<file path="src/rtl/arcade_input_conditioner_if.sv">
// Player-input bus between the raw button mux and the conditioner.
// The slave modport is the conditioner's side; the master modport is the producer/observer side.
interface arcade_input_conditioner_if #(
  parameter int unsigned NBTN = 10
);
  logic [NBTN-1:0] joy_in;
  logic [NBTN-1:0] btn_stable;
  logic [NBTN-1:0] btn_rise;
  logic            btn_left;
  logic            btn_right;
  logic            coin_out;
  logic [2:0]      coin_pending;
  logic            pause_active;

  modport master (
    output joy_in,
    input  btn_stable, btn_rise, btn_left, btn_right, coin_out, coin_pending, pause_active
  );

  modport slave (
    input  joy_in,
    output btn_stable, btn_rise, btn_left, btn_right, coin_out, coin_pending, pause_active
  );
endinterface

</file>
<file path="src/rtl/arcade_input_conditioner.sv">
// Synchronises and debounces player buttons, resolves L+R, shapes queued coin pulses
// and turns the Pause button into a toggled level.
module arcade_input_conditioner #(
  parameter int unsigned NBTN       = 10,
  parameter int unsigned DEB_COUNT  = 11000,
  parameter int unsigned COIN_PULSE = 110000,
  parameter int unsigned COIN_GAP   = 110000,
  parameter int unsigned CNT_W      = 20
) (
  input  logic                     clk,
  input  logic                     reset,
  arcade_input_conditioner_if.slave bus
);
  localparam int unsigned CoinBit  = 8;
  localparam int unsigned PauseBit = 9;
  localparam logic [CNT_W-1:0] DebLast   = CNT_W'(DEB_COUNT - 1);
  localparam logic [CNT_W-1:0] PulseLast = CNT_W'(COIN_PULSE - 1);
  localparam logic [CNT_W-1:0] GapLast   = CNT_W'(COIN_GAP - 1);

  typedef enum logic [1:0] {StIdle, StPulse, StGap} coin_state_e;

  logic [NBTN-1:0]  meta_q, sync_q;
  logic [NBTN-1:0]  stable_q, stable_d, stable_dly_q, rise_q;
  logic [CNT_W-1:0] deb_cnt_q [NBTN];
  logic [CNT_W-1:0] deb_cnt_d [NBTN];
  logic             pause_q;

  coin_state_e      state_q;
  logic [CNT_W-1:0] coin_cnt_q;
  logic             coin_q;
  logic [2:0]       pending_q, pending_d;
  logic             launch_pend, push;

  always_comb begin
    for (int i = 0; i < int'(NBTN); i++) begin
      stable_d[i]  = stable_q[i];
      deb_cnt_d[i] = '0;
      if (sync_q[i] != stable_q[i]) begin
        if (deb_cnt_q[i] == DebLast) begin
          stable_d[i] = sync_q[i];
        end else begin
          deb_cnt_d[i] = deb_cnt_q[i] + 1'b1;
        end
      end
    end
  end

  always_ff @(posedge clk) begin
    if (reset) begin
      meta_q       <= '0;
      sync_q       <= '0;
      stable_q     <= '0;
      stable_dly_q <= '0;
      rise_q       <= '0;
      pause_q      <= 1'b0;
      for (int i = 0; i < int'(NBTN); i++) deb_cnt_q[i] <= '0;
    end else begin
      meta_q       <= bus.joy_in;
      sync_q       <= meta_q;
      stable_q     <= stable_d;
      stable_dly_q <= stable_q;
      rise_q       <= stable_q & ~stable_dly_q;
      pause_q      <= pause_q ^ rise_q[PauseBit];
      deb_cnt_q    <= deb_cnt_d;
    end
  end

  // A rise arriving while IDLE launches from the queue is queued behind it (net zero).
  always_comb begin
    launch_pend = (state_q == StIdle) && (pending_q != 3'd0);
    push        = rise_q[CoinBit] && ((state_q != StIdle) || launch_pend);
    pending_d   = pending_q;
    if (push && !launch_pend && (pending_q != 3'd7)) begin
      pending_d = pending_q + 3'd1;
    end else if (launch_pend && !push) begin
      pending_d = pending_q - 3'd1;
    end
  end

  always_ff @(posedge clk) begin
    if (reset) begin
      state_q    <= StIdle;
      coin_cnt_q <= '0;
      coin_q     <= 1'b0;
      pending_q  <= 3'd0;
    end else begin
      pending_q <= pending_d;
      case (state_q)
        StIdle: begin
          if (rise_q[CoinBit] || (pending_q != 3'd0)) begin
            state_q    <= StPulse;
            coin_cnt_q <= '0;
            coin_q     <= 1'b1;
          end
        end
        StPulse: begin
          if (coin_cnt_q == PulseLast) begin
            state_q    <= StGap;
            coin_cnt_q <= '0;
            coin_q     <= 1'b0;
          end else begin
            coin_cnt_q <= coin_cnt_q + 1'b1;
          end
        end
        StGap: begin
          if (coin_cnt_q == GapLast) begin
            state_q    <= StIdle;
            coin_cnt_q <= '0;
          end else begin
            coin_cnt_q <= coin_cnt_q + 1'b1;
          end
        end
        default: begin
          state_q    <= StIdle;
          coin_cnt_q <= '0;
          coin_q     <= 1'b0;
        end
      endcase
    end
  end

  assign bus.btn_stable   = stable_q;
  assign bus.btn_rise     = rise_q;
  assign bus.btn_left     = stable_q[1] & ~stable_q[0];
  assign bus.btn_right    = stable_q[0] & ~stable_q[1];
  assign bus.coin_out     = coin_q;
  assign bus.coin_pending = pending_q;
  assign bus.pause_active = pause_q;

endmodule

</file>
<file path="src/flat_wrapper.sv">
// flat-port wrapper written by rule: the top's interface ports become plain ports
module arcade_input_conditioner_flat 
#(
  parameter int unsigned NBTN       = 10,
  parameter int unsigned DEB_COUNT  = 11000,
  parameter int unsigned COIN_PULSE = 110000,
  parameter int unsigned COIN_GAP   = 110000,
  parameter int unsigned CNT_W      = 20
)
  (clk, reset, bus_joy_in, bus_btn_stable, bus_btn_rise, bus_btn_left, bus_btn_right, bus_coin_out, bus_coin_pending, bus_pause_active);
  arcade_input_conditioner_if #(.NBTN(NBTN)) bus_i ();
  input  logic clk;
  input  logic reset;
  input wire logic [$bits(bus_i.joy_in)-1:0] bus_joy_in;
  output wire logic [$bits(bus_i.btn_stable)-1:0] bus_btn_stable;
  output wire logic [$bits(bus_i.btn_rise)-1:0] bus_btn_rise;
  output wire logic [$bits(bus_i.btn_left)-1:0] bus_btn_left;
  output wire logic [$bits(bus_i.btn_right)-1:0] bus_btn_right;
  output wire logic [$bits(bus_i.coin_out)-1:0] bus_coin_out;
  output wire logic [$bits(bus_i.coin_pending)-1:0] bus_coin_pending;
  output wire logic [$bits(bus_i.pause_active)-1:0] bus_pause_active;
  assign bus_i.joy_in = bus_joy_in;
  assign bus_btn_stable = bus_i.btn_stable;
  assign bus_btn_rise = bus_i.btn_rise;
  assign bus_btn_left = bus_i.btn_left;
  assign bus_btn_right = bus_i.btn_right;
  assign bus_coin_out = bus_i.coin_out;
  assign bus_coin_pending = bus_i.coin_pending;
  assign bus_pause_active = bus_i.pause_active;
  arcade_input_conditioner #(.NBTN(NBTN), .DEB_COUNT(DEB_COUNT), .COIN_PULSE(COIN_PULSE), .COIN_GAP(COIN_GAP), .CNT_W(CNT_W)) u_core (.clk(clk), .reset(reset), .bus(bus_i));
endmodule
</file>
<file path="config.mk">
export PLATFORM = sky130hd
export DESIGN_NAME = arcade_input_conditioner_flat
export DESIGN_NICKNAME = d
export VERILOG_FILES = /design/src/rtl/arcade_input_conditioner_if.sv /design/src/rtl/arcade_input_conditioner.sv /design/src/flat_wrapper.sv
export SDC_FILE = /design/constraint.sdc
export NUM_CORES = 1
export LEC_CHECK = 0
export BUFFER_PORTS_ARGS = -buffer_cell sky130_fd_sc_hd__clkbuf_2
export CAP_MARGIN = 20
export CORE_MARGIN = 2
export CORE_UTILIZATION = 45
export CTS_CLUSTER_DIAMETER = 60
export DETAILED_ROUTE_END_ITERATION = 16
export PLACE_DENSITY = 0.6
export SETUP_SLACK_MARGIN = 0.15
export SYNTH_ARGS = -nofsm -noshare
export SYNTH_HDL_FRONTEND = slang
export SYNTH_SLANG_ARGS = --single-unit
export TNS_END_PERCENT = 100
</file>
<file path="constraint.sdc">
create_clock -name clk -period 2.5 [get_ports clk]
set_input_delay 0.5 -clock clk [delete_from_list [all_inputs] [get_ports clk]]
set_output_delay 0.5 -clock clk [all_outputs]
set_load 0.01 [all_outputs]
</file>
==> Word level (Yosys, flattened, before mapping) <==
Cells that the tools add are included.
{ "word_totals": {"register_bits": 277} }
{ "classes": {"bitwise_logic": 18, "addsub": 13, "eq_ne": 27, "n_reduce_logical": 36, "muxes": 12} }
{ "ops": {"columns": ["op", "count"], "rows": [
  ["$add A20 B1 Y20 const B", 11],
  ["$eq A20 B14 Y1 const B", 10],
  ["$mux W20", 2],
  ["$pmux W20 S2", 1],
  ["$reduce_or A3 Y1", 10],
  ["$eq A20 B17 Y1 const B", 1],
  ["$reduce_and A2 Y1", 10],
  ["$not A1 Y1", 13],
  ["$and A10 B10 Y10", 1],
  ["$ne A1 B1 Y1", 10],
  ["$not A10 Y10", 1],
  ["$mux W2", 3],
  ["$mux W3", 2],
  ["$pmux W2 S3", 1],
  ["$reduce_and A3 Y1", 2],
  ["$logic_and A1 B1 Y1", 5],
  ["$ne A2 B1 Y1 const B", 2],
  ["$reduce_bool A2 Y1", 2],
  ["$add A3 B1 Y3 const B", 1],
  ["$ne A3 B3 Y1 const B", 1],
  ["$pmux W1 S3", 1],
  ["$reduce_bool A3 Y1", 1],
  ["$sub A3 B1 Y3 const B", 1],
  ["$and A1 B1 Y1", 2],
  ["9 further kinds", 12]
]} }

==> Depth between registers and ports, before layout <==
{ "logic_depth": {"ltp_word": 8, "ltp_mapped": 10, "ltp_nobuf": 8} }

==> Worst setup path before layout <==
No wires, ideal clock.
{ "synth_timing": {"kind": "register to register", "from": "reg u_core.state_q[0]", "to": "reg u_core.pending_q[1] (netlist: u_core.bus.coin_pending[1])", "period_less_slack_ns": 2.246, "t_arrival_ns": 2.131, "setup_slack_ns": 0.254, "stages_incl_launch_ff": 11, "path_cell_list": "dfxtp_1 inv_1 ha_1 clkbuf_2 clkbuf_1 nand3b_1 fa_1 nor2_1 a22oi_1 nor2_1 a2111oi_0"} }
{ "synth_between": {"elab_chain_cells": 7} }
{ "synth_rtl": {"columns": ["item", "line_no", "text"], "rows": [
  ["start: declaration", "arcade_input_conditioner.sv:28", "coin_state_e state_q;"],
  ["start signal: assignment", "arcade_input_conditioner.sv:82", "state_q <= StIdle;"],
  ["start signal: assignment", "arcade_input_conditioner.sv:91", "state_q <= StPulse;"],
  ["start signal: assignment", "arcade_input_conditioner.sv:98", "state_q <= StGap;"],
  ["$logic_not A2 Y1", "arcade_input_conditioner.sv:70", "launch_pend = (state_q == StIdle) && (pending_q != 3'd0);"],
  ["$logic_and A1 B1 Y1", "arcade_input_conditioner.sv:70", null],
  ["$logic_or A1 B1 Y1", "arcade_input_conditioner.sv:71", "push = rise_q[CoinBit] && ((state_q != StIdle) || launch_pend);"],
  ["$logic_and A1 B1 Y1", "arcade_input_conditioner.sv:71", null],
  ["$logic_and A1 B1 Y1 (*) (2 in series)", "arcade_input_conditioner.sv:73", "if (push && !launch_pend && (pending_q != 3'd7)) begin"],
  ["$mux W3 (*)", "arcade_input_conditioner.sv:73", null],
  ["net u_core.pending_d[1]", "arcade_input_conditioner.sv:31", "logic [2:0] pending_q, pending_d;"],
  ["end signal: assignment", "arcade_input_conditioner.sv:87", "pending_q <= pending_d;"],
  ["end: declaration", "arcade_input_conditioner.sv:31", null]
]} }
The timed path passes the listed nets; every way through them passes the cells marked *.
A chain may end at the register's enable or synchronous reset.

==> Worst setup path after layout <==
{ "layout_timing": {"from": "reg u_core.state_q[1]", "to": "reg u_core.coin_cnt_q[19]"} }
{ "layout_between": {"elab_chain_cells": 3} }
{ "layout_rtl": {"columns": ["item", "line_no", "text"], "rows": [
  ["$eq A2 B1 Y1 / $eq A2 B2 Y1 (equally long branches)", "arcade_input_conditioner.sv:88", "case (state_q)"],
  ["$reduce_or A2 Y1 (no source line)", null, null],
  ["$pmux W20 S2", "arcade_input_conditioner.sv:88", null],
  ["end signal: assignment", "arcade_input_conditioner.sv:102", "coin_cnt_q <= coin_cnt_q + 1'b1;"],
  ["end signal: assignment", "arcade_input_conditioner.sv:110", "coin_cnt_q <= coin_cnt_q + 1'b1;"],
  ["end: declaration", "arcade_input_conditioner.sv:29", "logic [CNT_W-1:0] coin_cnt_q;"]
]} }
Several ways; a longest one is shown, not always the timed one.

==> out/qor.log <==
INFO  run_status     outcome=complete, no violations
INFO  yosys          synthesis.instances=1427
INFO  yosys          postSynth.asyncResetShare=0%
INFO  critical_path  worst-path-buf-inv=2
INFO  critical_path  worst_setup_path_start_kind=flop
INFO  sta            timing.final.setup_violations=0
INFO  drt            detailroute.wirelength.met3=906um
INFO  critical_path  setup.worst_path.class=reg2reg
INFO  drt            drc=0
INFO  clock_tree     cts_hold_buf=0
INFO  die            floorplan.die.width=170um
INFO  drt            post_drt_via_cell_ratio=5.52
INFO  power_and_ir_drop irDropWorstVdd=652uV
INFO  grt            wire_length_of_the_first_global_routing_pass=43100um
INFO  yosys          synthFlopType=sky130_fd_sc_hd__dfxtp_1
INFO  place          place.detailed.hpwl=16700um
INFO  critical_path  worst_setup_path_end_kind=flop
INFO  drt            route.final.wire_length=24900um
INFO  grt            grt_max_degree=23
INFO  clock_tree     cts_tree=yes
INFO  grt            antenna_found_initial=0
INFO  power_and_ir_drop power_switching=2.48mW
INFO  yosys          postSynthRegisterBits=277
INFO  clock_tree     cts_root_buf=sky130_fd_sc_hd__clkbuf_16
INFO  sta            max_freq=465MHz
INFO  critical_path  critical_path_peak_fanout=8
INFO  job            timing.max_cap.violations=0
INFO  sta            post-route-min-period=2150ps
INFO  yosys          mappedNetlistArea=0.0124mm^2
INFO  hold_path      hold_path_class=in2reg
INFO  sta            skew=12.8ps
INFO  yosys          synth_top_cell_by_area=sky130_fd_sc_hd__dfxtp_1
INFO  die            floorplan.core_area=0.0270mm^2
INFO  grt            via_count_of_the_first_global_routing_pass=9254
INFO  place          count_of_input_and_output_buffers=38
INFO  power_and_ir_drop power.sequential.fraction=44.7%
INFO  die            die_height=170um
INFO  final_layout   share_of_final_layout_standard_cells_stronger_than_drive_strength_1=8.68%
INFO  power_and_ir_drop internal_power=7.76mW
INFO  drt            met2WireLength=11000um
INFO  final_layout   syn2layout_area_growth=13.2%
INFO  power_and_ir_drop swShare=24.2%
INFO  sta            worst_slew_pin_slew=732ps
INFO  yosys          synth_top_area_share=44.7%
INFO  drt            postRouteAntennaNets=0
INFO  critical_path  path_delay_family=simple AND/OR/NAND/NOR gates
INFO  yosys          ys.warnings.count=0
INFO  critical_path  cpPeakStageDelay=440ps
INFO  drt            met1_length=12400um
INFO  sta            slew_limit_headroom=50.8%
INFO  clock_tree     clock_insertion_delay_worst_skew=500ps
INFO  clock_tree     clockBufferDepth=3
INFO  clock_tree     number_of_buffers_added_by_the_clock_tree_synthesis_step=34
INFO  drt            top_layer_used=met4
INFO  critical_path  cp_data_arrival_time=2570ps
INFO  yosys          mean_instance_size_in_the_synthesized_netlist=8.69um^2
INFO  place          globalplace.congestion=0.834
INFO  critical_path  critical_path_required=2920ps
INFO  sta            final-hold-violation-count=0
INFO  final_layout   final_nets=1489
INFO  power_and_ir_drop pwr-share-comb=8.6%
INFO  sta            setup-tns-final=0ps
INFO  grt            grt.total_usage=17.3%
INFO  power_and_ir_drop power_per_cell_area=729mW/mm^2
INFO  drt            route.vias.total=10100
INFO  final_layout   n_antenna_cell=0
INFO  drt            avgRoutedWirePerCell=13.6um
INFO  power_and_ir_drop total_power=10.2mW
INFO  final_layout   layout.core_utilization=52.0%
INFO  power_and_ir_drop clock_power_share=46.7%
INFO  drt            detail_route.first_pass.iterations=5
INFO  yosys          synth.top_cells.by_area=sky130_fd_sc_hd__dfxtp_1, sky130_fd_sc_hd__xor2_1, sky130_fd_sc_hd__nor2_1, sky130_fd_sc_hd__nand4_1, sky130_fd_sc_hd__xnor2_1
INFO  critical_path  timing.critical_path.cells=inv_1, ha_1, or3b_1, nor2_1, buf_4, o311ai_1, a21oi_1
INFO  sta            final_min_period_over_clock_period=85.9%
INFO  critical_path  critPathSlowestCell=sky130_fd_sc_hd__nor2_1
INFO  sta            drv_slew=0
INFO  yosys          synth_seq_area_share=44.7%
INFO  drt            drt_iter0_drc=533
INFO  die            design.die.area=0.0289mm^2
INFO  yosys          synth_edf_count=0
INFO  yosys          yosysUniqueCellTypes=65
INFO  die            row_count=60
INFO  grt            global_route.overflow_total=0
INFO  power_and_ir_drop static-leakage-power=4.47nW
INFO  die            floorplan.io_pins=39
INFO  yosys          syn-num-nets=1454
INFO  clock_tree     cts.reportedPaths.clkPinSlew=50ps
INFO  clock_tree     cts_num_sinks=277
INFO  die            start_util=45.9%
INFO  clock_tree     cts_htree_levels=2
INFO  sta            rsz0062_at_grt=true
registers in the layout (all words and copies together), names as in the netlist, 2 cells and up:
name                     flops
u_core.bus.coin_pending      3
u_core.stable_dly_q         10
u_core.bus.btn_stable       10
u_core.state_q               2
u_core.bus.btn_rise         10
u_core.meta_q               10
u_core.sync_q               10
u_core.coin_cnt_q           20
u_core.deb_cnt_q           200
kinds of logic after synthesis:
logic type / share of synthesized area [%]
AOI/OAI and AO/OA: 10.9
xor gates and xnor gates: 9.32
adders and majority gates: 1.57
buffers and inverters: 3.51
DFF: 44.7
muxes: 0.161
and+or+nand+nor: 29.8
stage by stage:
stage	hold WS [ps]	cells	instance area, um^2	worst slack (ps)
final	204	1828	14000	352
after detailed placement	371	1767	12900	335
after floorplan	367	1427	12400	254
after global placement	371	1767	12900	363
after CTS	186	1828	14000	317
after global routing	206	1828	14000	124
path summary, 6_finish.rpt:
path,slack [ps],from,depth (start not counted),endpoint
setup reg to reg,350,u_core.state_q[1],7,u_core.coin_cnt_q[19]
setup / recovery,350,u_core.state_q[1],7,u_core.coin_cnt_q[19]
hold / removal,200,bus_joy_in[9],2,u_core.meta_q[9]
hold reg to reg,370,u_core.stable_dly_q[5],1,u_core.bus.btn_rise[5]
cells in the final DEF (no fill, tap or decap), types with 4 or more instances in the layout:
| master | Yosys | layout |
|---|---|---|
| sky130_fd_sc_hd__nor2b_1 | 44 | 44 |
| sky130_fd_sc_hd__xor2_1 | 83 | 83 |
| sky130_fd_sc_hd__nand4_1 | 73 | 73 |
| sky130_fd_sc_hd__clkinv_2 | 0 | 5 |
| sky130_fd_sc_hd__o21a_1 | 10 | 10 |
| sky130_fd_sc_hd__nor3_1 | 29 | 29 |
| sky130_fd_sc_hd__or3_1 | 38 | 38 |
| sky130_fd_sc_hd__clkbuf_8 | 0 | 9 |
| sky130_fd_sc_hd__nor4b_1 | 12 | 12 |
| sky130_fd_sc_hd__clkbuf_1 | 46 | 6 |
| sky130_fd_sc_hd__inv_1 | 40 | 40 |
| sky130_fd_sc_hd__nor3b_1 | 4 | 4 |
| sky130_fd_sc_hd__nor4bb_1 | 5 | 5 |
| sky130_fd_sc_hd__or4_1 | 37 | 37 |
| sky130_fd_sc_hd__clkbuf_2 | 1 | 38 |
| sky130_fd_sc_hd__a21oi_1 | 78 | 78 |
| sky130_fd_sc_hd__and3_1 | 20 | 20 |
| sky130_fd_sc_hd__nand4b_1 | 4 | 4 |
| sky130_fd_sc_hd__ha_1 | 14 | 14 |
| sky130_fd_sc_hd__nand2b_1 | 5 | 5 |
| sky130_fd_sc_hd__dfxtp_1 | 277 | 277 |
| sky130_fd_sc_hd__and4_1 | 34 | 34 |
| sky130_fd_sc_hd__xnor2_1 | 49 | 49 |
| sky130_fd_sc_hd__nor4_1 | 18 | 18 |
| sky130_fd_sc_hd__o21ai_1 | 5 | 6 |
| sky130_fd_sc_hd__and2_1 | 9 | 9 |
| sky130_fd_sc_hd__nand3_1 | 84 | 84 |
| sky130_fd_sc_hd__o211ai_1 | 10 | 10 |
| sky130_fd_sc_hd__nor2_1 | 171 | 171 |
| sky130_fd_sc_hd__clkbuf_16 | 0 | 35 |
| sky130_fd_sc_hd__buf_4 | 0 | 24 |
| sky130_fd_sc_hd__o31ai_1 | 33 | 33 |
| sky130_fd_sc_hd__o21ai_0 | 45 | 44 |
| sky130_fd_sc_hd__a311oi_1 | 4 | 4 |
| sky130_fd_sc_hd__nand2_1 | 77 | 76 |
cell usage after synthesis (3+ instances only):
library cell,instances
sky130_fd_sc_hd__a211o_1,3
sky130_fd_sc_hd__a21oi_1,78
sky130_fd_sc_hd__a311oi_1,4
sky130_fd_sc_hd__a31oi_1,3
sky130_fd_sc_hd__a41oi_1,3
sky130_fd_sc_hd__and2_1,9
sky130_fd_sc_hd__and3_1,20
sky130_fd_sc_hd__and4_1,34
sky130_fd_sc_hd__buf_2,11
sky130_fd_sc_hd__buf_6,4
sky130_fd_sc_hd__clkbuf_1,46
sky130_fd_sc_hd__dfxtp_1,277
sky130_fd_sc_hd__ha_1,14
sky130_fd_sc_hd__inv_1,40
sky130_fd_sc_hd__nand2_1,77
sky130_fd_sc_hd__nand2b_1,5
sky130_fd_sc_hd__nand3_1,84
sky130_fd_sc_hd__nand4_1,73
sky130_fd_sc_hd__nand4b_1,4
sky130_fd_sc_hd__nor2_1,171
sky130_fd_sc_hd__nor2b_1,44
sky130_fd_sc_hd__nor3_1,29
sky130_fd_sc_hd__nor3b_1,4
sky130_fd_sc_hd__nor4_1,18
sky130_fd_sc_hd__nor4b_1,12
sky130_fd_sc_hd__nor4bb_1,5
sky130_fd_sc_hd__o2111ai_1,3
sky130_fd_sc_hd__o211ai_1,10
sky130_fd_sc_hd__o21a_1,10
sky130_fd_sc_hd__o21ai_0,45
sky130_fd_sc_hd__o21ai_1,5
sky130_fd_sc_hd__o31ai_1,33
sky130_fd_sc_hd__or2_2,3
sky130_fd_sc_hd__or3_1,38
sky130_fd_sc_hd__or4_1,37
sky130_fd_sc_hd__xnor2_1,49
sky130_fd_sc_hd__xor2_1,83
per-layer routing:
layer	up-vias	GRT usage [%]
met5	-	0
met1	4683	23.5
met2	144	28.2
met3	41	3.02
met4	0	5.39
li1	5226	-
power by group through the flow:
stage                     Combinational (mW)  Clock (mW)  Sequential [mW]
after floorplan                        0.638           0             4.65
after global placement                 0.835           0             4.68
after detailed placement               0.857           0             4.68
after CTS                              0.864        4.95             4.58
after global routing                   0.974        5.15             4.59
final                                  0.876        4.78             4.58
area by class of cell:
cell class | instances | area (um^2)
clock buffers | 50 | 1020
clock inverters | 11 | 96.3
fillers | 2560 | 13000
inverters | 41 | 154
multi-input cells | 1046 | 6430
flip-flops and latches | 277 | 5550
well taps | 341 | 427
repair buffers | 62 | 370
timing repair:
item	CTS	global route
setup buffers	0	0
gates resized for setup	0	3
endpoints found under the setup margin	0	4
No activity file was read; power rests on OpenSTA's default activity.
